<file path="src/rtl/keypad_pkg.sv">
// keypad_pkg
//   Shared types and helpers for the 4x4 keypad scanner.
//   - state_e      : press/release state machine states
//   - scan_res_e   : classification of one complete 16-position scan
//   - NO_KEY       : active-low one-hot code shown when no key is held
//   - idx_to_onehot_low : 2-bit index -> active-low one-hot nibble
package keypad_pkg;

    typedef enum logic [1:0] {
        ST_IDLE     = 2'd0,
        ST_DEBOUNCE = 2'd1,
        ST_PRESSED  = 2'd2,
        ST_RELEASE  = 2'd3
    } state_e;

    typedef enum logic [1:0] {
        RES_NONE   = 2'd0,
        RES_SINGLE = 2'd1,
        RES_MULTI  = 2'd2
    } scan_res_e;

    localparam logic [3:0] NO_KEY = 4'hF;

    function automatic logic [3:0] idx_to_onehot_low(input logic [1:0] idx);
        logic [3:0] one;
        one = 4'b0001;
        return ~(one << idx);
    endfunction

endpackage

</file>
<file path="src/rtl/keypad_scanner_if.sv">
// keypad_scanner_if
//   Key report bundle from the scanner to the vending-machine controller.
//   - c, r      : held key column/row, active-low one-hot (4'hF = none)
//   - key_code  : {col[1:0], row[1:0]} of the last accepted key
//   - key_valid : one-clock pulse when a press is accepted
//   - key_down  : high while the accepted key is held
//   modport master : scanner side (drives everything)
//   modport slave  : controller side (reads everything)
interface keypad_scanner_if;

    logic [3:0] c;
    logic [3:0] r;
    logic [3:0] key_code;
    logic       key_valid;
    logic       key_down;

    modport master (
        output c,
        output r,
        output key_code,
        output key_valid,
        output key_down
    );

    modport slave (
        input c,
        input r,
        input key_code,
        input key_valid,
        input key_down
    );

endinterface

</file>
<file path="src/rtl/keypad_scanner_row_sync.sv">
// row_sync
//   Two-flop synchronizer for the four keypad row lines, which are
//   asynchronous to clk. Resets to "all rows high" (no key).
//   Ports:
//     clk   in  : system clock
//     reset in  : asynchronous active-low reset
//     d     in  : raw rows (active-low)
//     q     out : synchronized rows (active-low), 2 clocks latency
module row_sync
    import keypad_pkg::*;
(
    input  logic       clk,
    input  logic       reset,
    input  logic [3:0] d,
    output logic [3:0] q
);

    logic [3:0] sync1_q, sync1_d;
    logic [3:0] sync2_q, sync2_d;

    always_comb begin
        sync1_d = d;
        sync2_d = sync1_q;
    end

    always_ff @(posedge clk or negedge reset) begin
        if (!reset) begin
            sync1_q <= NO_KEY;
            sync2_q <= NO_KEY;
        end else begin
            sync1_q <= sync1_d;
            sync2_q <= sync2_d;
        end
    end

    assign q = sync2_q;

endmodule

</file>
<file path="src/rtl/keypad_scanner.sv">
// keypad_scanner
//   Scans a 4x4 membrane keypad one column at a time, classifies each full
//   scan as NONE / SINGLE / MULTI and debounces presses and releases over
//   DEBOUNCE_CNT consecutive scans.
//   Parameters:
//     SCAN_DIV     : clocks each column is driven (>= 4)
//     DEBOUNCE_CNT : consecutive scans needed to accept a press or release (>= 1)
//   Ports:
//     clk     in  : system clock
//     reset   in  : asynchronous active-low reset
//     col_drv out : column drive, active-low one-hot
//     row_in  in  : keypad rows, active-low, asynchronous
//     kp      if  : key report (c, r, key_code, key_valid, key_down)
module keypad_scanner
    import keypad_pkg::*;
#(
    parameter int SCAN_DIV     = 1000,
    parameter int DEBOUNCE_CNT = 8
) (
    input  logic              clk,
    input  logic              reset,
    output logic [3:0]        col_drv,
    input  logic [3:0]        row_in,
    keypad_scanner_if.master  kp
);

    localparam int DW = (SCAN_DIV > 1) ? $clog2(SCAN_DIV) : 1;
    localparam int CW = $clog2(DEBOUNCE_CNT + 1);
    localparam logic [DW-1:0] DWELL_LAST = DW'(SCAN_DIV - 1);
    localparam logic [CW-1:0] CNT_MAX    = CW'(DEBOUNCE_CNT);

    function automatic logic [2:0] pop4(input logic [3:0] v);
        return {2'b00, v[0]} + {2'b00, v[1]} + {2'b00, v[2]} + {2'b00, v[3]};
    endfunction

    function automatic logic [1:0] low_index(input logic [3:0] v);
        if (v[0])      return 2'd0;
        else if (v[1]) return 2'd1;
        else if (v[2]) return 2'd2;
        else           return 2'd3;
    endfunction

    // Counter never wraps: it holds once it reaches DEBOUNCE_CNT.
    function automatic logic [CW-1:0] cnt_inc(input logic [CW-1:0] v);
        return (v == CNT_MAX) ? v : v + 1'b1;
    endfunction

    logic [3:0]    row_s;

    logic [DW-1:0] dwell_q, dwell_d;
    logic [1:0]    col_q, col_d;
    logic [1:0]    acc_n_q, acc_n_d;     // low bits seen so far this scan, saturating at 2
    logic [3:0]    acc_key_q, acc_key_d; // position of the first low bit seen
    state_e        state_q, state_d;
    logic [3:0]    cand_q, cand_d;
    logic [CW-1:0] cnt_q, cnt_d;
    logic [3:0]    c_q, c_d;
    logic [3:0]    r_q, r_d;
    logic [3:0]    key_code_q, key_code_d;
    logic          key_valid_q, key_valid_d;
    logic          key_down_q, key_down_d;

    logic          sample;
    logic          scan_end;
    logic [3:0]    row_low;
    logic [2:0]    col_hits;
    logic [2:0]    hits_tot;
    logic [1:0]    hits_sat;
    logic [3:0]    key_now;
    scan_res_e     scan_res;
    logic          is_cand;
    logic          accept;
    logic          release_done;
    logic [CW-1:0] cnt_nx;

    row_sync u_row_sync (
        .clk   (clk),
        .reset (reset),
        .d     (row_in),
        .q     (row_s)
    );

    assign col_drv = idx_to_onehot_low(col_q);

    // Column dwell and column index
    always_comb begin
        dwell_d = dwell_q + 1'b1;
        col_d   = col_q;
        if (dwell_q == DWELL_LAST) begin
            dwell_d = '0;
            col_d   = col_q + 2'd1;
        end
    end

    // Accumulate the 16-position result; the column 3 sample is folded in
    // combinationally so the result is ready on the scan-end clock itself.
    always_comb begin
        sample   = (dwell_q == DWELL_LAST);
        scan_end = sample && (col_q == 2'd3);
        row_low  = ~row_s;
        col_hits = pop4(row_low);
        hits_tot = {1'b0, acc_n_q} + col_hits;
        hits_sat = (hits_tot >= 3'd2) ? 2'd2 : hits_tot[1:0];
        key_now  = acc_key_q;
        if (acc_n_q == 2'd0 && col_hits == 3'd1) begin
            key_now = {col_q, low_index(row_low)};
        end

        case (hits_sat)
            2'd0:    scan_res = RES_NONE;
            2'd1:    scan_res = RES_SINGLE;
            default: scan_res = RES_MULTI;
        endcase

        acc_n_d   = acc_n_q;
        acc_key_d = acc_key_q;
        if (scan_end) begin
            acc_n_d   = '0;
            acc_key_d = '0;
        end else if (sample) begin
            acc_n_d   = hits_sat;
            acc_key_d = key_now;
        end
    end

    // Press / release state machine, stepped once per full scan
    always_comb begin
        state_d      = state_q;
        cand_d       = cand_q;
        cnt_d        = cnt_q;
        c_d          = c_q;
        r_d          = r_q;
        key_code_d   = key_code_q;
        key_valid_d  = 1'b0;
        key_down_d   = key_down_q;
        cnt_nx       = cnt_q;
        accept       = 1'b0;
        release_done = 1'b0;
        is_cand      = (scan_res == RES_SINGLE) && (key_now == cand_q);

        if (scan_end) begin
            case (state_q)
                ST_IDLE: begin
                    if (scan_res == RES_SINGLE) begin
                        cand_d = key_now;
                        cnt_nx = CW'(1);
                        if (cnt_nx == CNT_MAX) begin
                            accept = 1'b1;
                        end else begin
                            state_d = ST_DEBOUNCE;
                            cnt_d   = cnt_nx;
                        end
                    end
                end
                ST_DEBOUNCE: begin
                    if (is_cand) begin
                        cnt_nx = cnt_inc(cnt_q);
                        if (cnt_nx == CNT_MAX) begin
                            accept = 1'b1;
                        end else begin
                            cnt_d = cnt_nx;
                        end
                    end else begin
                        state_d = ST_IDLE;
                        cnt_d   = '0;
                    end
                end
                ST_PRESSED: begin
                    if (!is_cand) begin
                        cnt_nx = CW'(1);
                        if (cnt_nx == CNT_MAX) begin
                            release_done = 1'b1;
                        end else begin
                            state_d = ST_RELEASE;
                            cnt_d   = cnt_nx;
                        end
                    end
                end
                ST_RELEASE: begin
                    if (is_cand) begin
                        // Contact came back before the release was confirmed.
                        state_d = ST_PRESSED;
                        cnt_d   = '0;
                    end else begin
                        cnt_nx = cnt_inc(cnt_q);
                        if (cnt_nx == CNT_MAX) begin
                            release_done = 1'b1;
                        end else begin
                            cnt_d = cnt_nx;
                        end
                    end
                end
                default: begin
                    state_d = ST_IDLE;
                    cnt_d   = '0;
                end
            endcase
        end

        if (accept) begin
            state_d     = ST_PRESSED;
            cnt_d       = '0;
            key_valid_d = 1'b1;
            c_d         = idx_to_onehot_low(key_now[3:2]);
            r_d         = idx_to_onehot_low(key_now[1:0]);
            key_code_d  = key_now;
            key_down_d  = 1'b1;
        end

        if (release_done) begin
            state_d    = ST_IDLE;
            cnt_d      = '0;
            c_d        = NO_KEY;
            r_d        = NO_KEY;
            key_down_d = 1'b0;
        end
    end

    always_ff @(posedge clk or negedge reset) begin
        if (!reset) begin
            dwell_q     <= '0;
            col_q       <= '0;
            acc_n_q     <= '0;
            acc_key_q   <= '0;
            state_q     <= ST_IDLE;
            cand_q      <= '0;
            cnt_q       <= '0;
            c_q         <= NO_KEY;
            r_q         <= NO_KEY;
            key_code_q  <= '0;
            key_valid_q <= 1'b0;
            key_down_q  <= 1'b0;
        end else begin
            dwell_q     <= dwell_d;
            col_q       <= col_d;
            acc_n_q     <= acc_n_d;
            acc_key_q   <= acc_key_d;
            state_q     <= state_d;
            cand_q      <= cand_d;
            cnt_q       <= cnt_d;
            c_q         <= c_d;
            r_q         <= r_d;
            key_code_q  <= key_code_d;
            key_valid_q <= key_valid_d;
            key_down_q  <= key_down_d;
        end
    end

    assign kp.c         = c_q;
    assign kp.r         = r_q;
    assign kp.key_code  = key_code_q;
    assign kp.key_valid = key_valid_q;
    assign kp.key_down  = key_down_q;

endmodule

</file>
<file path="src/flat_wrapper.sv">
// flat-port wrapper written by rule: the top's interface ports become plain ports
module keypad_scanner_flat import keypad_pkg::*;
#(
    parameter int SCAN_DIV     = 1000,
    parameter int DEBOUNCE_CNT = 8
)
  (clk, reset, col_drv, row_in, kp_c, kp_r, kp_key_code, kp_key_valid, kp_key_down);
  keypad_scanner_if kp_i ();
  input  logic clk;
  input  logic reset;
  output logic [3:0] col_drv;
  input  logic [3:0] row_in;
  output wire logic [$bits(kp_i.c)-1:0] kp_c;
  output wire logic [$bits(kp_i.r)-1:0] kp_r;
  output wire logic [$bits(kp_i.key_code)-1:0] kp_key_code;
  output wire logic [$bits(kp_i.key_valid)-1:0] kp_key_valid;
  output wire logic [$bits(kp_i.key_down)-1:0] kp_key_down;
  assign kp_c = kp_i.c;
  assign kp_r = kp_i.r;
  assign kp_key_code = kp_i.key_code;
  assign kp_key_valid = kp_i.key_valid;
  assign kp_key_down = kp_i.key_down;
  keypad_scanner #(.SCAN_DIV(SCAN_DIV), .DEBOUNCE_CNT(DEBOUNCE_CNT)) u_core (.clk(clk), .reset(reset), .col_drv(col_drv), .row_in(row_in), .kp(kp_i));
endmodule
</file>
<file path="config.mk">
export PLATFORM = sky130hd
export DESIGN_NAME = keypad_scanner_flat
export DESIGN_NICKNAME = d
export VERILOG_FILES = /design/src/rtl/keypad_pkg.sv /design/src/rtl/keypad_scanner_if.sv /design/src/rtl/keypad_scanner_row_sync.sv /design/src/rtl/keypad_scanner.sv /design/src/flat_wrapper.sv
export SDC_FILE = /design/constraint.sdc
export NUM_CORES = 1
export LEC_CHECK = 0
export ABC_AREA = 1
export BUFFER_PORTS_ARGS = -buffer_cell sky130_fd_sc_hd__buf_2
export CAP_MARGIN = 40
export CELL_PAD_IN_SITES_DETAIL_PLACEMENT = 1
export CELL_PAD_IN_SITES_GLOBAL_PLACEMENT = 1
export CORE_MARGIN = 2
export CORE_UTILIZATION = 41
export DETAILED_ROUTE_END_ITERATION = 10
export PLACE_DENSITY_LB_ADDON = 0.08
export SLEW_MARGIN = 25
export SYNTH_ARGS = -nofsm -noshare
export SYNTH_HDL_FRONTEND = slang
export SYNTH_SLANG_ARGS = --single-unit
</file>
<file path="constraint.sdc">
create_clock -name clk -period 3.05 [get_ports clk]
set_input_delay 0 -clock clk [delete_from_list [all_inputs] [get_ports clk]]
set_output_delay 0 -clock clk [all_outputs]
set_load 0.05 [all_outputs]
</file>
## Word level (Yosys, flattened, before mapping)

Cells that the tools add are included.

- Add/subtract/negate cells: 7
- $lt $le $gt $ge: 1
- Equality and inequality tests: 15
- Shifts and indexed selects: 3
- Mux-type cells: 43
- Bitwise gates (word level): 4
- Reductions and logical operators: 12

Operator list:

| kind | number |
|---|---|
| two-way mux 4 bit | 16 |
| two-way mux 2 bit | 12 |
| NOT 4 bit | 4 |
| one-hot mux 4 bit (4 select lines) | 1 |
| << shifter 1 x 2 -> 4 bit (first input constant) | 3 |
| two-way mux 1 bit | 11 |
| adder 10 x 1 -> 10 bit (second input constant) | 1 |
| == test 10 bit (second input constant) | 1 |
| two-way mux 10 bit | 1 |
| == test 4 bit (second input constant) | 2 |
| inequality test 4 x 1 -> 1 bit (second input constant) | 2 |
| inequality test 4 bit (second input constant) | 2 |
| one-hot mux 2 bit (4 select lines) | 1 |
| adder 3 x 1 -> 3 bit | 2 |
| == test 2 x 1 -> 1 bit (second input constant) | 3 |
| == test 2 bit (second input constant) | 3 |
| zero test 2 bit | 3 |
| AND reduction 3 bit | 2 |
| AND reduction 5 bit | 1 |
| adder 4 x 1 -> 4 bit (second input constant) | 1 |
| == test 4 bit | 1 |
| one-hot mux 2 bit (2 select lines) | 1 |
| nonzero test 2 bit | 2 |
| adder 2 x 3 -> 3 bit | 1 |
| other kinds (6) | 8 |

- Register bits: 50
- Output and inout bits: 18
- Logic and storage cells: 99

## Depth between registers and ports, before layout

Gate-level depths: netlist (run 1).

- Depth after elaboration: 16
- Depth in mapped cells: 20

## By module

From an unflattened synthesis (run 1), not the netlist that was laid out.

- Cells, all modules: 312
- Area total of the unflattened synthesis: 2741.4 um^2

Modules (own cells, without submodules):

| module | instances | cells each | area an instance (um^2) | sequential area each (um^2) |
|---|---|---|---|---|
| keypad_scanner | 1 | 304 | 2531.2 | 1061.0 |
| row_sync | 1 | 8 | 210.2 | 210.2 |

## Worst setup path before layout (run 1)

No wires, ideal clock.

- Path kind: reg2reg
- Start: reg u_core.u_row_sync.sync2_q[0], in the netlist u_core.u_row_sync.q[0]
- End: reg u_core.cnt_q[0]
- Arrival time: 3072 ps
- Setup slack: -140 ps
- Stages on the path, launching flop included: 18
- Buffers on the path: 0
- Clock period less this slack: 3190 ps
- Cell sequence: dfstp_2 > inv_1 > ha_1 > fa_1 > ha_1 > fa_1 > a21oi_2 > o21ai_1 > nor2_2 > nand2_1 > nor2_4 > nand3_4 > nor2_4 > inv_2 > nand2_1 > inv_2 > nand3_1 > nand2_1

- Longest elaborated chain between the ends: 16
- Elaborated cells on any way between the ends: 33

RTL lines:

| item | line | text |
|---|---|---|
| start, declared | keypad_scanner_row_sync.sv:19 | `logic [3:0] sync2_q, sync2_d;` |
| start signal, assigned | keypad_scanner_row_sync.sv:32 | `sync2_q <= sync2_d;` |
| NOT 4 bit * | keypad_scanner.sv:100 | `row_low = ~row_s;` |
| adder 1 x 1 -> 2 bit | keypad_scanner.sv:33 | `return {2'b00, v[0]} + {2'b00, v[1]} + {2'b00, v[2]} + {2'b00, v[3]};` |
| adder 3 x 1 -> 3 bit (2 in series) | keypad_scanner.sv:33 |  |
| adder 2 x 3 -> 3 bit | keypad_scanner.sv:102 | `hits_tot = {1'b0, acc_n_q} + col_hits;` |
| greater-or-equal comparator 3 x 2 -> 1 bit | keypad_scanner.sv:103 | `hits_sat = (hits_tot >= 3'd2) ? 2'd2 : hits_tot[1:0];` |
| two-way mux 2 bit | keypad_scanner.sv:103 |  |
| == test 2 x 1 -> 1 bit or zero test 2 bit (tied branches) | keypad_scanner.sv:109 | `case (hits_sat)` |
| one-hot mux 2 bit (2 select lines) | keypad_scanner.sv:109 |  |
| == test 2 x 1 -> 1 bit | keypad_scanner.sv:139, keypad_scanner.sv:144 |  |
| logical AND 1 bit | keypad_scanner.sv:139 | `is_cand = (scan_res == RES_SINGLE) && (key_now == cand_q);` |
| two-way mux 1 bit, or another cell as far along | keypad_scanner.sv:180 | `if (is_cand) begin` |
| two-way mux 1 bit or one-hot mux 4 bit (4 select lines) (tied branches) | keypad_scanner.sv:142 | `case (state_q)` |
| two-way mux 1 bit or two-way mux 4 bit (tied branches) | keypad_scanner.sv:141 | `if (scan_end) begin` |
| inequality test 4 bit (no source line), or another cell as far along | - |  |
| AND reduction 3 bit (no source line) or two-way mux 4 bit (tied branches) | - |  |
| end signal, assigned | keypad_scanner.sv:240 | `cnt_q <= cnt_d;` |
| end, declared | keypad_scanner.sv:56 | `logic [CW-1:0] cnt_q, cnt_d;` |

Every way passes the cells marked *; elsewhere a longest branch is shown, timed or not. The select of a mux whose other input is x is not followed.
A chain may end at the register's enable or synchronous reset.

## Worst setup path in the final report (run 1)

- Start: reg u_core.u_row_sync.sync2_q[0], in the netlist u_core.u_row_sync.q[0]
- End: reg u_core.state_q[0]

- Longest elaborated chain between the ends: 16
- Elaborated cells on any way between the ends: 31

RTL lines:

| item | line | text |
|---|---|---|
| NOT 4 bit * | keypad_scanner.sv:100 |  |
| adder 1 x 1 -> 2 bit | keypad_scanner.sv:33 |  |
| adder 3 x 1 -> 3 bit (2 in series) | keypad_scanner.sv:33 |  |
| adder 2 x 3 -> 3 bit | keypad_scanner.sv:102 |  |
| greater-or-equal comparator 3 x 2 -> 1 bit | keypad_scanner.sv:103 |  |
| two-way mux 2 bit | keypad_scanner.sv:103 |  |
| == test 2 x 1 -> 1 bit or zero test 2 bit (tied branches) | keypad_scanner.sv:109 |  |
| one-hot mux 2 bit (2 select lines) | keypad_scanner.sv:109 |  |
| == test 2 x 1 -> 1 bit | keypad_scanner.sv:139, keypad_scanner.sv:144 |  |
| logical AND 1 bit | keypad_scanner.sv:139 |  |
| two-way mux 1 bit, on equally long branches | keypad_scanner.sv:180, keypad_scanner.sv:156 |  |
| two-way mux 1 bit | keypad_scanner.sv:142 |  |
| two-way mux 1 bit | keypad_scanner.sv:141 |  |
| inequality test 4 x 1 -> 1 bit (no source line), or another cell as far along | - |  |
| AND reduction 5 bit (no source line) or two-way mux 2 bit (tied branches) | - |  |
| end signal, assigned | keypad_scanner.sv:238 | `state_q <= state_d;` |
| end, declared | keypad_scanner.sv:54 | `state_e state_q, state_d;` |

Every way passes the cells marked *; elsewhere a longest branch is shown, timed or not.

==> results of run 1 <==
[cells by family (layout without fill, tap and decap cells)]
kind of cell               Yosys count  in the layout  synth area share, %
DFF                                 50             50                 47.4
AOI/OAI and AO/OA                   35             35                 7.00
adders and majority gates           13             13                 6.62
xor gates and xnor gates             7              7                 2.57
and+or+nand+nor                    146            146                 28.9
buffers and inverters               52            110                 7.56
[worst register-to-register path, stage by stage (launching register included)]
cell,delay (ns)
sky130_fd_sc_hd__dfstp_2,0.55
sky130_fd_sc_hd__inv_2,0.04
sky130_fd_sc_hd__ha_4,0.23
sky130_fd_sc_hd__fa_2,0.56
sky130_fd_sc_hd__ha_4,0.13
sky130_fd_sc_hd__fa_2,0.43
sky130_fd_sc_hd__a21oi_2,0.12
sky130_fd_sc_hd__o21ai_2,0.07
sky130_fd_sc_hd__nor2_2,0.13
sky130_fd_sc_hd__nand2_2,0.08
sky130_fd_sc_hd__nor2_4,0.15
sky130_fd_sc_hd__nand3_4,0.11
sky130_fd_sc_hd__buf_4,0.16
sky130_fd_sc_hd__nand2_4,0.06
sky130_fd_sc_hd__nand2_4,0.07
sky130_fd_sc_hd__nand2_4,0.07
sky130_fd_sc_hd__nand3_1,0.08
sky130_fd_sc_hd__nand2_1,0.07
sky130_fd_sc_hd__inv_1,0.03
[stage by stage]
step / utilization [%] / TNS (ns) / std cells / total power (W)
5_1_grt: 54.7 / -5.40 / 438 / 0.00150
3_5_place_dp: 48.0 / -3.20 / 417 / 0.000850
3_3_place_gp: 48.0 / -1.50 / 417 / 0.000846
6_report: 54.7 / -2.67 / 438 / 0.00145
2_1_floorplan: - / -0.235 / 303 / 0.000791
4_1_cts: 52.5 / -2.51 / 434 / 0.00145
[cells in the final DEF, fill, tap and decap left out, drive strengths merged]
cell / n
a21oi: 6
and3: 1
buf: 46
bufinv: 2
clkbuf: 6
dfrtp: 34
dfstp: 16
dlygate4sd3: 5
fa: 2
ha: 11
inv: 51
nand2: 79
nand3: 23
nand4: 9
nor2: 28
nor3: 4
nor4: 1
o21ai: 24
o21bai: 1
o22ai: 3
o31ai: 1
or2: 1
xnor2: 1
xor2: 6
[timing repair]
action,CTS,global route
setup endpoints to repair,20,24
cloned,0,0
hold buffers,5,0
buffers inserted,4,5
endpoints found under the hold margin,25,0
resized for setup,16,27
pin swaps,13,8
[power by group through the flow]
| stage | Clock [W] | Sequential, W | Combinational [W] |
|---|---|---|---|
| floorplan | 0 | 0.000687 | 0.000105 |
| global placement | 0 | 0.000687 | 0.000160 |
| detailed placement | 0 | 0.000687 | 0.000163 |
| CTS | 0.000595 | 0.000675 | 0.000183 |
| global route | 0.000616 | 0.000676 | 0.000212 |
| finish | 0.000581 | 0.000675 | 0.000191 |
[sequential cells by signal, summed over array words and instances (netlist names)]
register,flops
u_core.dwell_q,10
u_core.u_row_sync.q,4
u_core.kp.key_code,4
u_core.acc_n_q,2
u_core.acc_key_q,4
u_core.kp.c,4
u_core.state_q,2
u_core.kp.key_down,1
u_core.u_row_sync.sync1_q,4
u_core.kp.key_valid,1
u_core.col_q,2
u_core.cand_q,4
u_core.cnt_q,4
u_core.kp.r,4
[synth_stat cells (7+ instances only)]
master and number:
sky130_fd_sc_hd__dfrtp_1 34, sky130_fd_sc_hd__dfstp_2 16, sky130_fd_sc_hd__ha_1 11, sky130_fd_sc_hd__inv_1 45
sky130_fd_sc_hd__nand2_1 68, sky130_fd_sc_hd__nand2_2 11, sky130_fd_sc_hd__nand3_1 17, sky130_fd_sc_hd__nand4_1 7
sky130_fd_sc_hd__nor2_1 15, sky130_fd_sc_hd__nor2_4 8, sky130_fd_sc_hd__o21ai_0 12, sky130_fd_sc_hd__o21ai_1 12
[final cells by class]
class	instances	area, µm²
Clock inverter	2	60.1
Fill cell	756	2880
Sequential cell	50	1270
Clock buffer	6	82.6
Multi-Input combinational cell	201	1390
Timing Repair Buffer	51	377
Inverter	51	194
Tap cell	77	96.3
[routing by layer]
metal / GRT usage, % / up-vias / part of all wire (%)
li1: - / 1073 / -
met2: 31.2 / 23 / 49
met4: 5.77 / 0 / 1.8
met3: 3.21 / 9 / 2.2
met5: 0 / - / 0
met1: 24.2 / 1042 / 47
[worst max path at each step]
stage	end	slack (ns)	cells past startpoint
2_1_floorplan	u_core.cnt_q[0]	-0.07	17
3_3_place_gp	u_core.cnt_q[0]	-0.16	17
3_5_place_dp	u_core.cnt_q[0]	-0.25	17
4_1_cts	u_core.kp.c[1]	-0.20	16
5_1_grt	u_core.cnt_q[1]	-0.35	18
6_report	u_core.state_q[0]	-0.19	18
==> metrics list, run 1 <==
- Outcome: finished, violations left
- Violated checks: negative setup slack
- In this run the number of H-tree levels came out at 2.
- Power density relative to cell area: between 400 and 500 nW/µm²
- Count of routing violations after the opening detailed-route iteration: 42
- Worst hold slack after final layout: about 0.037 ns
- Count of input and output buffers: 23
* Largest voltage drop on the vdd net: 0.209 mV
- During synthesis, Yosys emitted a total of 0 warnings.
* Endpoints failing setup: 19
- Ports placed on the boundary: 24
- Average routed wire per standard cell: roughly 14 µm
- The largest single stage delay on the critical path is 0.56 ns.
- Buffers from clock root to sink, at most: 2
- Startpoint of the most critical register-to-register path: u_core.u_row_sync.q[0]
* Die Outline Area: approximately 7000 µm²
- First-pass GRT wire length: between 10000 and 15000 µm
- Yosys cell types: 32
* Antenna viol nets, final: 0
- Max FO, Critical Path: 4
* Count of TritonRoute iterations in the first routing pass: 4
- Once detailed placement completed, the half-perimeter wirelength came to roughly 4400 µm.
* Number of slew-limit violations in the final report: 0
* Root cell of the clock tree: sky130_fd_sc_hd__clkbuf_8
- Std-Cell Core Area: around 6300 µm²
- Number of instances in the synthesized netlist: just over 300
* Final worst slack: -0.193 ns
- For this configuration, the core starts out at a cell density of between 40% and 50%.
* Via Count: between 2000 and 2500
* Cells taking the most area after synthesis: sky130_fd_sc_hd__dfrtp_1 (32%), sky130_fd_sc_hd__dfstp_2 (16%), sky130_fd_sc_hd__nand2_1 (9.5%)
- Of the available clock period, the critical path in the final layout requires 106%.
- Max Clk Rate: 308 MHz
- Clock insertion delay at the later pin of the skew report: between 0.3 and 0.4 ns
- The worst register-to-register path ends at u_core.state_q[0].
* Pin count of the biggest net entering global routing: 35
- Of the total power, the share spent switching nets is a little under a quarter.
- The smallest clock period supported by the final layout is computed as 3.24 ns.
* Total wirelength of the detailed-routed design: around 6100 µm
- Mean instance size in the synthesized netlist: roughly 9 µm²
- Number of remaining DRC errors: 0
* Diodes inserted: 0
* Layout Skew: between 0.007 and 0.008 ns
- Measured in cells, the most critical reg-to-reg path has a length of 18.
- From bottom edge to top edge, the die measures 84.9 µm.
- The share of total power dissipated in the clock network is between 40 and 50%.
- The synthesized design devotes to its leading area cell type a little under a third of total area.
* Flop2flop setup slack: -0.19 ns
- After clock tree synthesis, the clock-pin slew on the worst setup and hold paths is approximately 0.1 ns.
- The tightest min-delay check is of the primary input to async pin type.
- Remaining global-route overflow: 0
- Final hold viol count: 0
- Max-cap violations: 0
- Final net count: around 380
- Clock sink count: 50
* Setup WS pre-CTS: -0.253 ns
* Vias in the first global route: about 2200
- Most used flip-flop cell after synthesis: sky130_fd_sc_hd__dfrtp_1
- TritonCTS clock tree: done
- Post-synthesis cell area: about 2700 µm²
* Proportion of synthesized chip area in sequential cells: a little under half
- Type of destination of the critical path: register
- Number of enable flip-flop cells after synthesis: 0
- Post-synthesis register bit count: 50
- Net switching power: 0.000343 W
* Die Wd: about 85 µm
- Setup repair after global routing could not meet its margin everywhere.
- Cell taking the most area after synthesis: sky130_fd_sc_hd__dfrtp_1
- The worst setup path is launched from a register.
* Most used cell, CP: sky130_fd_sc_hd__nand2_4
- Num CTS Buffers: 5
* Worst max-slew margin expressed relative to the limit: between 60 and 70%
* Cell type of the slowest stage on the worst timing path: sky130_fd_sc_hd__fa_2
- Worst-margin pin slew: slightly above 0.5 ns
- Pint: approximately 0.0011 W
- Sequential Power Share: a little under half
- Combinational Power Share: 13.2%
- Post-Synthesis Net Count: 322
* Per-cell via count in the routed design: slightly below 5
- For this design the static power due to leakage is 1.77 nW.
- Placed inst area: just over 3000 µm²
- Compared with the post-synthesis result, the final layout area differs by 29.4%.
* Standard-cell row count: 29
* Ratio of cells with drive above 1 in the final layout: about two fifths
* Summed area of non-filler cells in the final layout: 3470 µm²
- Fraction of synthesis flops using an asynchronous set or reset pin: 100%
- Gp weighted congestion: about 0.8
- The critical path in this run is classified as register to register.
* Req. time, crit path: about 3.3 ns
- Initial antenna violation count: 0
- GRT Resource Usage Total: 18.4%
- The cell family contributing the most delay on the critical path is adder cells.
- WP buf/inv: 3
* Crit path from: u_core.u_row_sync.q[0]
- Cell-by-cell trace of the critical path: inv_2, ha_4, fa_2, ha_4, fa_2, a21oi_2, o21ai_2, nor2_2, nand2_2, nor2_4, nand3_4, buf_4, nand2_4, nand2_4, nand2_4, nand3_1, nand2_1, inv_1
- For the worst setup path, the data arrival time is 3.45 ns.
Power figures use the tool's default switching activity.
==> run 2, diff against run 1 <==
HOLD_SLACK_MARGIN = 0.05   (was unset)
==> metrics list, run 2 (synthesized netlist as in run 1, its figures left out) <==
- The flow ran to the end, but the final reports show violations.
- Violated checks: negative setup slack
- Highest-count cells in the layout ignoring fill and taps: sky130_fd_sc_hd__nand2_1 (57), sky130_fd_sc_hd__inv_1 (43), sky130_fd_sc_hd__dfrtp_1 (34)
- The transition time at the pin with the least slew margin came to 0.507 ns (unchanged).
* Root cell of the clock tree: sky130_fd_sc_hd__clkbuf_8
- The final cell count without fillers came to 439 (+0.23%).
- The smallest setup slack after layout came to -0.193 ns (unchanged).
- Pin count of the biggest net entering global routing: 35 (unchanged)
- The maximum number of buffers from clock root to sink was 2 (unchanged).
* Pint: 0.00110 W (about the same)
- The required time of the critical path is 3.26 ns (about the same).
* Arrival time of data at the critical path endpoint: 3.45 ns (about the same)
- Clock transition time at the flip-flop clock pins of the worst setup and hold paths: 0.10 ns (about the same)
- Net switching power: 0.000344 W (about the same)
* Effective utilization at floorplan: 42.2% (unchanged)
* Most used cell, CP: sky130_fd_sc_hd__nand2_4
- Num CTS Buffers: 5 (unchanged)
- Number of slew-limit violations in the final report: 0 (unchanged)
- The antenna diode count is 0 (unchanged).
- The share of the clock period used by the worst path after layout came to 106% (unchanged).
- Largest voltage drop on the vdd net: 0.209 mV (about the same)
* Die Outline Area: 7210 µm² (unchanged)
- The die width was 84.9 µm (unchanged).
- The maximum clock frequency came to 308 MHz (unchanged).
- The total setup violations reported at the end of the flow came to 19 (unchanged).
- Post-route setup TNS: -2.67 ns (unchanged)
- Type of destination of the critical path: register
* Synth-to-Final Area Change: 29.8%
- TritonCTS built the clock tree.
- Count of input and output buffers: 23 (unchanged)
* Class of the most critical setup path: register to register
* Per-cell via count in the routed design: 4.90 (about the same)
- The number of placed instances with taps included is 417 (unchanged).
* Leakage dissipation: 1.77 nW (+0.24%)
* Stage delay of the slowest cell on the critical path: 0.56 ns (about the same)
- The maximum fanout along the worst path is 4 (unchanged).
- Part of the power in the clock network: 40.1% (about the same)
* Final net count: 380 (+0.26%)
- The number of search-and-repair iterations in the first detailed-routing pass is 4 (unchanged).
- Flip-flop count of the largest register after layout: 10 (unchanged)
* Antenna viol nets, final: 0 (unchanged)
* Summed area of non-filler cells in the final layout: 3480 µm² (+0.29%)
* Clock sink count: 50 (unchanged)
* WP buf/inv: 3 (unchanged)
- Final hold viol count: 0 (unchanged)
- The detailed router's first-iteration violation count came to 61 (+45%).
* Sw Share: 23.7% (about the same)
* Startpoint class of the critical path: register
- Fillers: 755 (-0.13%)
- Time the worst path needs with I/O delays and setup: 3.24 ns (unchanged)
* Worst hold slack after final layout: 0.323 ns (+0.286 ns)
* Standard-cell row count: 29 (unchanged)
* Clock insertion delay at the later pin of the skew report: 0.31 ns (about the same)
- The total overflow reported by the global router is 0 (unchanged).
- Final core utilization: 54.8% (+0.16 points)
- Layout Skew: 0.00771 ns (unchanged)
* Number of levels the H-tree was split into: 2 (unchanged)
- Among all stages on the critical path, the largest delay is contributed by sky130_fd_sc_hd__fa_2.
- Gp weighted congestion: 0.789 (unchanged)
- Walking the worst path, the cells encountered are inv_2, ha_4, fa_2, ha_4, fa_2, a21oi_2, o21ai_2, nor2_2, nand2_2, nor2_4, nand3_4, buf_4, nand2_4, nand2_4, nand2_4, nand3_1, nand2_1, inv_1.
- The area after detailed placement is 3050 µm² (unchanged).
- Worst max-slew margin expressed relative to the limit: 65.9% (unchanged)
- The detailed-route DRC error count is 0 (unchanged).
- Register ranked first by flip-flop count: u_core.dwell_q
- The placed wire-length estimate after detailed placement is 4400 µm (unchanged).
* Std-Cell Core Area: 6350 µm² (unchanged)
* Die span in y: 84.9 µm (unchanged)
- First-pass GRT wire length: 10600 µm (unchanged)
* Total wirelength of the detailed-routed design: 6140 µm (+0.13%)
* Ratio of cells with drive above 1 in the final layout: 40.1% (-0.11 points)
- The number of global-route vias before repair came to 2238 (unchanged).
- Grouping stages by cell kind, the critical path spends the most delay in adder cells.
- Via Count: 2151 (+0.19%)
* Most common cell after layout, fill and taps aside: sky130_fd_sc_hd__nand2_1
- Setup repair after global routing could not meet its margin everywhere.
* Combinational Power Share: 13.3% (about the same)
* Ports placed on the boundary: 24 (unchanged)
* Hold/Removal Path Class: primary input to register
* Initial antenna violation count: 0 (unchanged)
- The total track usage came to 18.4% (unchanged).
- Average routed wire per standard cell: 14.0 µm (about the same)
- The power density over the cells is 416 nW/µm² (-0.22%).
- The max-cap violation count came to 0 (unchanged).
- The sequential cell fraction of total power is 46.6% (about the same).
run 2: power by group through the flow:
stage          combinational (W)  sequential [W]  clock, W
3_3_place_gp            0.000160        0.000687         0
6_report                0.000192        0.000675  0.000581
5_1_grt                 0.000213        0.000676  0.000616
3_5_place_dp            0.000163        0.000687         0
4_1_cts                 0.000183        0.000675  0.000595
2_1_floorplan           0.000105        0.000687         0
run 2: cell type report:
type	instances	area, µm²	area share (%)
well taps	77	96.3	2.77
flip-flops and latches	50	1270	36.5
clock buffers	6	82.6	2.37
multi-input cells	201	1390	39.9
repair buffers	52	387	11.1
inverters	51	194	5.57
clock inverters	2	60.1	1.73
run 2: metal layers:
metal  share of wire (%)  global-route usage, %  routed length (µm)
met5                   0                      0                   0
met2                  49                   31.2                3010
met1                  47                   24.2                2890
met3                 2.2                   3.21                 134
met4                 1.8                   5.77                 108
run 2: stage by stage:
stage          setup slack [ns]  total power [W]
6_report                 -0.193          0.00145
5_1_grt                  -0.352          0.00150
4_1_cts                  -0.202          0.00145
3_5_place_dp             -0.253         0.000850
3_3_place_gp             -0.157         0.000846
2_1_floorplan           -0.0697         0.000791
run 2: worst paths after layout:
kind                                                    from                            to  slack, ns  depth (start not counted)
worst max register to register        u_core.u_row_sync.q[0]             u_core.state_q[0]      -0.19                         18
max in group asynchronous                              reset                u_core.kp.c[3]       1.71                          5
min in group asynchronous                              reset             u_core.dwell_q[6]       0.57                          3
worst min-delay path                               row_in[2]  u_core.u_row_sync.sync1_q[2]       0.32                          2
worst max-delay path                  u_core.u_row_sync.q[0]             u_core.state_q[0]      -0.19                         18
worst min register to register  u_core.u_row_sync.sync1_q[1]        u_core.u_row_sync.q[1]       0.36                          0
run 2: worst reg2reg max path, stage by stage, from the launching register on:
cell and delay, ns:
sky130_fd_sc_hd__dfstp_2 0.55, sky130_fd_sc_hd__inv_2 0.04, sky130_fd_sc_hd__ha_4 0.23, sky130_fd_sc_hd__fa_2 0.56
sky130_fd_sc_hd__ha_4 0.13, sky130_fd_sc_hd__fa_2 0.43, sky130_fd_sc_hd__a21oi_2 0.12, sky130_fd_sc_hd__o21ai_2 0.07
sky130_fd_sc_hd__nor2_2 0.13, sky130_fd_sc_hd__nand2_2 0.08, sky130_fd_sc_hd__nor2_4 0.15, sky130_fd_sc_hd__nand3_4 0.11
sky130_fd_sc_hd__buf_4 0.16, sky130_fd_sc_hd__nand2_4 0.06, sky130_fd_sc_hd__nand2_4 0.07, sky130_fd_sc_hd__nand2_4 0.07
sky130_fd_sc_hd__nand3_1 0.08, sky130_fd_sc_hd__nand2_1 0.07, sky130_fd_sc_hd__inv_1 0.03
run 2: what timing repair did:
item                       in CTS  in global routing
buffers inserted                4                  5
setup endpoints to repair      20                 24
resized for setup              16                 27
hold buffers                    5                  1
pin swaps                      13                  8
hold endpoints to repair       25                  4
==> run 3, diff against run 2 <==
GPL_ROUTABILITY_DRIVEN = 0   (was unset)
TNS_END_PERCENT = 50   (was unset)
==> metrics list, run 3 (synthesized netlist as in run 1, its figures left out) <==
- Outcome: finished, violations left
- Violated checks: negative setup slack
- The max-cap violation count was 0 (unchanged).
- Worst hold path stage count: 2 (unchanged)
* Total instance count after detailed placement: 417 (unchanged)
- The detailed-route DRC error count was 0 (unchanged).
- Setup repair after global routing could not meet its margin everywhere.
* Die Wd: 84.9 µm (unchanged)
- The required time of the critical path is 3.29 ns (+0.03 ns).
- The worst setup skew after layout is 0.0101 ns (+0.00239 ns).
* Effective utilization at floorplan: 42.2% (unchanged)
- Root cell of the clock tree: sky130_fd_sc_hd__clkbuf_8
- TritonCTS built the clock tree.
- Count of TritonRoute iterations in the first routing pass: 4 (unchanged)
- The flip-flop count of the largest register after layout was 10 (unchanged).
* Placed inst area: 3050 µm² (unchanged)
- Antenna viol nets, final: 0 (unchanged)
* Class of the most critical setup path: register to register
- Clock insertion delay at the later pin of the skew report: 0.31 ns (about the same)
* Total wirelength of the detailed-routed design: 6210 µm (+1.1%)
- Startpoint of the most critical register-to-register path: u_core.u_row_sync.q[0]
- Buffers from clock root to sink, at most: 2 (unchanged)
- Fin cells: 441 (+0.46%)
- The clock slew at the register clock pins of the worst setup and hold paths was 0.10 ns (about the same).
- The maximum clock frequency came to 305 MHz (-1.1%).
- Flop2flop setup slack: -0.23 ns (-0.04 ns)
- Worst max-slew margin expressed relative to the limit: 65.5% (-0.32 points)
- Synth-to-Final Area Change: 30.5%
- Final cycle utilization of the critical path: 108% (+1.2 points)
- The global-route wire length before repair was 10600 µm (unchanged).
- The total overflow reported by the global router came to 0 (unchanged).
- The area of the die is 7210 µm² (unchanged).
- The detailed router's first-iteration violation count is 54 (-11%).
- Ratio of cells with drive above 1 in the final layout: 41.2% (+1.2 points)
- The maximum number of pins on one net before global-route repair was 35 (unchanged).
- Largest voltage drop on the vdd net: 0.211 mV (+0.98%)
- The net total in the final layout was 382 (+0.53%).
* Worst-margin pin slew: 0.512 ns (+0.00473 ns)
* Endpoints failing setup: 20 (+1)
- Most common cell after layout, fill and taps aside: sky130_fd_sc_hd__nand2_1
* DP Wirelength: 4400 µm (unchanged)
- Leaving out fill and tap cells, the most frequent cells in the layout are sky130_fd_sc_hd__nand2_1 (55), sky130_fd_sc_hd__inv_1 (43), sky130_fd_sc_hd__dfrtp_1 (34).
* Final worst slack: -0.230 ns (-0.0366 ns)
- The core footprint was 6350 µm² (unchanged).
- The data arrival time of the critical path was 3.52 ns (+0.07 ns).
- The total leakage power came to 1.77 nW (+0.11%).
* Endpoint, Worst Hold: u_core.u_row_sync.sync1_q[2]
* End of the worst register-to-register path: u_core.kp.r[2]
* Vias in the first global route: 2234 (-0.18%)
* Register ranked first by flip-flop count: u_core.dwell_q
- The time the final worst path needs with I/O delays and setup is 3.28 ns (+0.0366 ns).
- Average routed wire per standard cell: 14.1 µm (+0.68%)
* Standard-cell row count: 29 (unchanged)
* Initial antenna violation count: 0 (unchanged)
* Summed area of non-filler cells in the final layout: 3500 µm² (+0.54%)
* Ports placed on the boundary: 24 (unchanged)
- Number of levels the H-tree was split into: 2 (unchanged)
- Final hold viol count: 0 (unchanged)
- The total clock sinks is 50 (unchanged).
* Number of slew-limit violations in the final report: 0 (unchanged)
- The number of vias per cell was 4.91 (+0.19%).
* Hold/Removal Path Class: primary input to register
- The count of input and output buffers came to 23 (unchanged).
* Num CTS Buffers: 5 (unchanged)
- The total via count in the routed design came to 2165 (+0.65%).
- Max FO, Critical Path: 5 (+1)
* Type of destination of the critical path: register
- The die outline height is 84.9 µm (unchanged).
- The depth of the most critical reg-to-reg path is 16 (-2).
- The power density over the cells was 415 nW/µm² (-0.16%).
- Diodes inserted: 0 (unchanged)
* Worst Hold Launch: row_in[2]
- The total track usage came to 18.4% (unchanged).
* Final core utilization: 55.1% (+0.30 points)
- STA classifies the critical path startpoint as a register.
run 3: cell count changes in the layout (fill, tap and decap cells not counted), sizes merged:
cell and change:
buf +2
run 3: how the worst max path moves through the flow:
stage / startpoint / end / depth (start not counted)
4_1_cts: u_core.u_row_sync.q[0] / u_core.kp.c[1] / 16
2_1_floorplan: u_core.u_row_sync.q[1] / u_core.cnt_q[0] / 17
3_5_place_dp: u_core.u_row_sync.q[1] / u_core.cnt_q[0] / 17
3_3_place_gp: u_core.u_row_sync.q[1] / u_core.cnt_q[0] / 17
6_report: u_core.u_row_sync.q[0] / u_core.kp.r[2] / 16
5_1_grt: u_core.u_row_sync.q[0] / u_core.cnt_q[1] / 18
run 3: worst max-delay path, cell delays in order (launching register included):
cell and delay [ns]:
sky130_fd_sc_hd__dfstp_2 0.55, sky130_fd_sc_hd__inv_2 0.04, sky130_fd_sc_hd__ha_4 0.23, sky130_fd_sc_hd__fa_2 0.56
sky130_fd_sc_hd__ha_4 0.13, sky130_fd_sc_hd__fa_2 0.43, sky130_fd_sc_hd__a21oi_2 0.12, sky130_fd_sc_hd__o21ai_2 0.07
sky130_fd_sc_hd__nor2_2 0.13, sky130_fd_sc_hd__nand2_2 0.08, sky130_fd_sc_hd__nor2_4 0.15, sky130_fd_sc_hd__nand3_4 0.11
sky130_fd_sc_hd__nor2_4 0.22, sky130_fd_sc_hd__buf_4 0.15, sky130_fd_sc_hd__buf_6 0.09, sky130_fd_sc_hd__o21ai_2 0.05
sky130_fd_sc_hd__nand3_1 0.09
run 3: timing repair:
action | CTS | global route
endpoints found under the hold margin | 25 | 4
gates resized for setup | 16 | 30
setup buffers | 4 | 5
hold buffers | 5 | 1
endpoints found under the setup margin | 20 | 24
gates cloned | 0 | 0
pin swaps | 13 | 8
run 3: routing by layer:
metal  wire [µm]  GRT usage [%]  up-vias  share of wire, %
met5           0              0        -                 0
met2        3110           31.2       22                50
met4         104           5.77        0               1.7
met1        2860           24.2     1054                46
li1            -              -     1080                 -
met3         143           3.21        9               2.3
run 3: final cells by class:
cell class                 count  area [µm²]
fill                         762        2850
multi-input combinational    201        1390
sequential                    50        1270
timing repair buffer          54         402
inverter                      51         194
tap                           77        96.3
clock buffer                   6        82.6
clock inverter                 2        60.1
run 3: where the power goes:
group	internal (W)	switching, W	total (W)
sequential	0.000673	0.00000195	0.000675
combinational	0.0000853	0.000113	0.000198
clock	0.000350	0.000230	0.000580
run 3: through the flow:
step	TNS, ns	worst slack, ns	hold WS (ns)	total power, W
global route	-5.82	-0.351	0.321	0.00151
detailed placement	-3.20	-0.253	0.107	0.000850
finish	-2.93	-0.230	0.323	0.00145
floorplan	-0.235	-0.0697	-0.296	0.000791
global placement	-1.50	-0.157	0.105	0.000846
CTS	-2.51	-0.202	0.310	0.00145
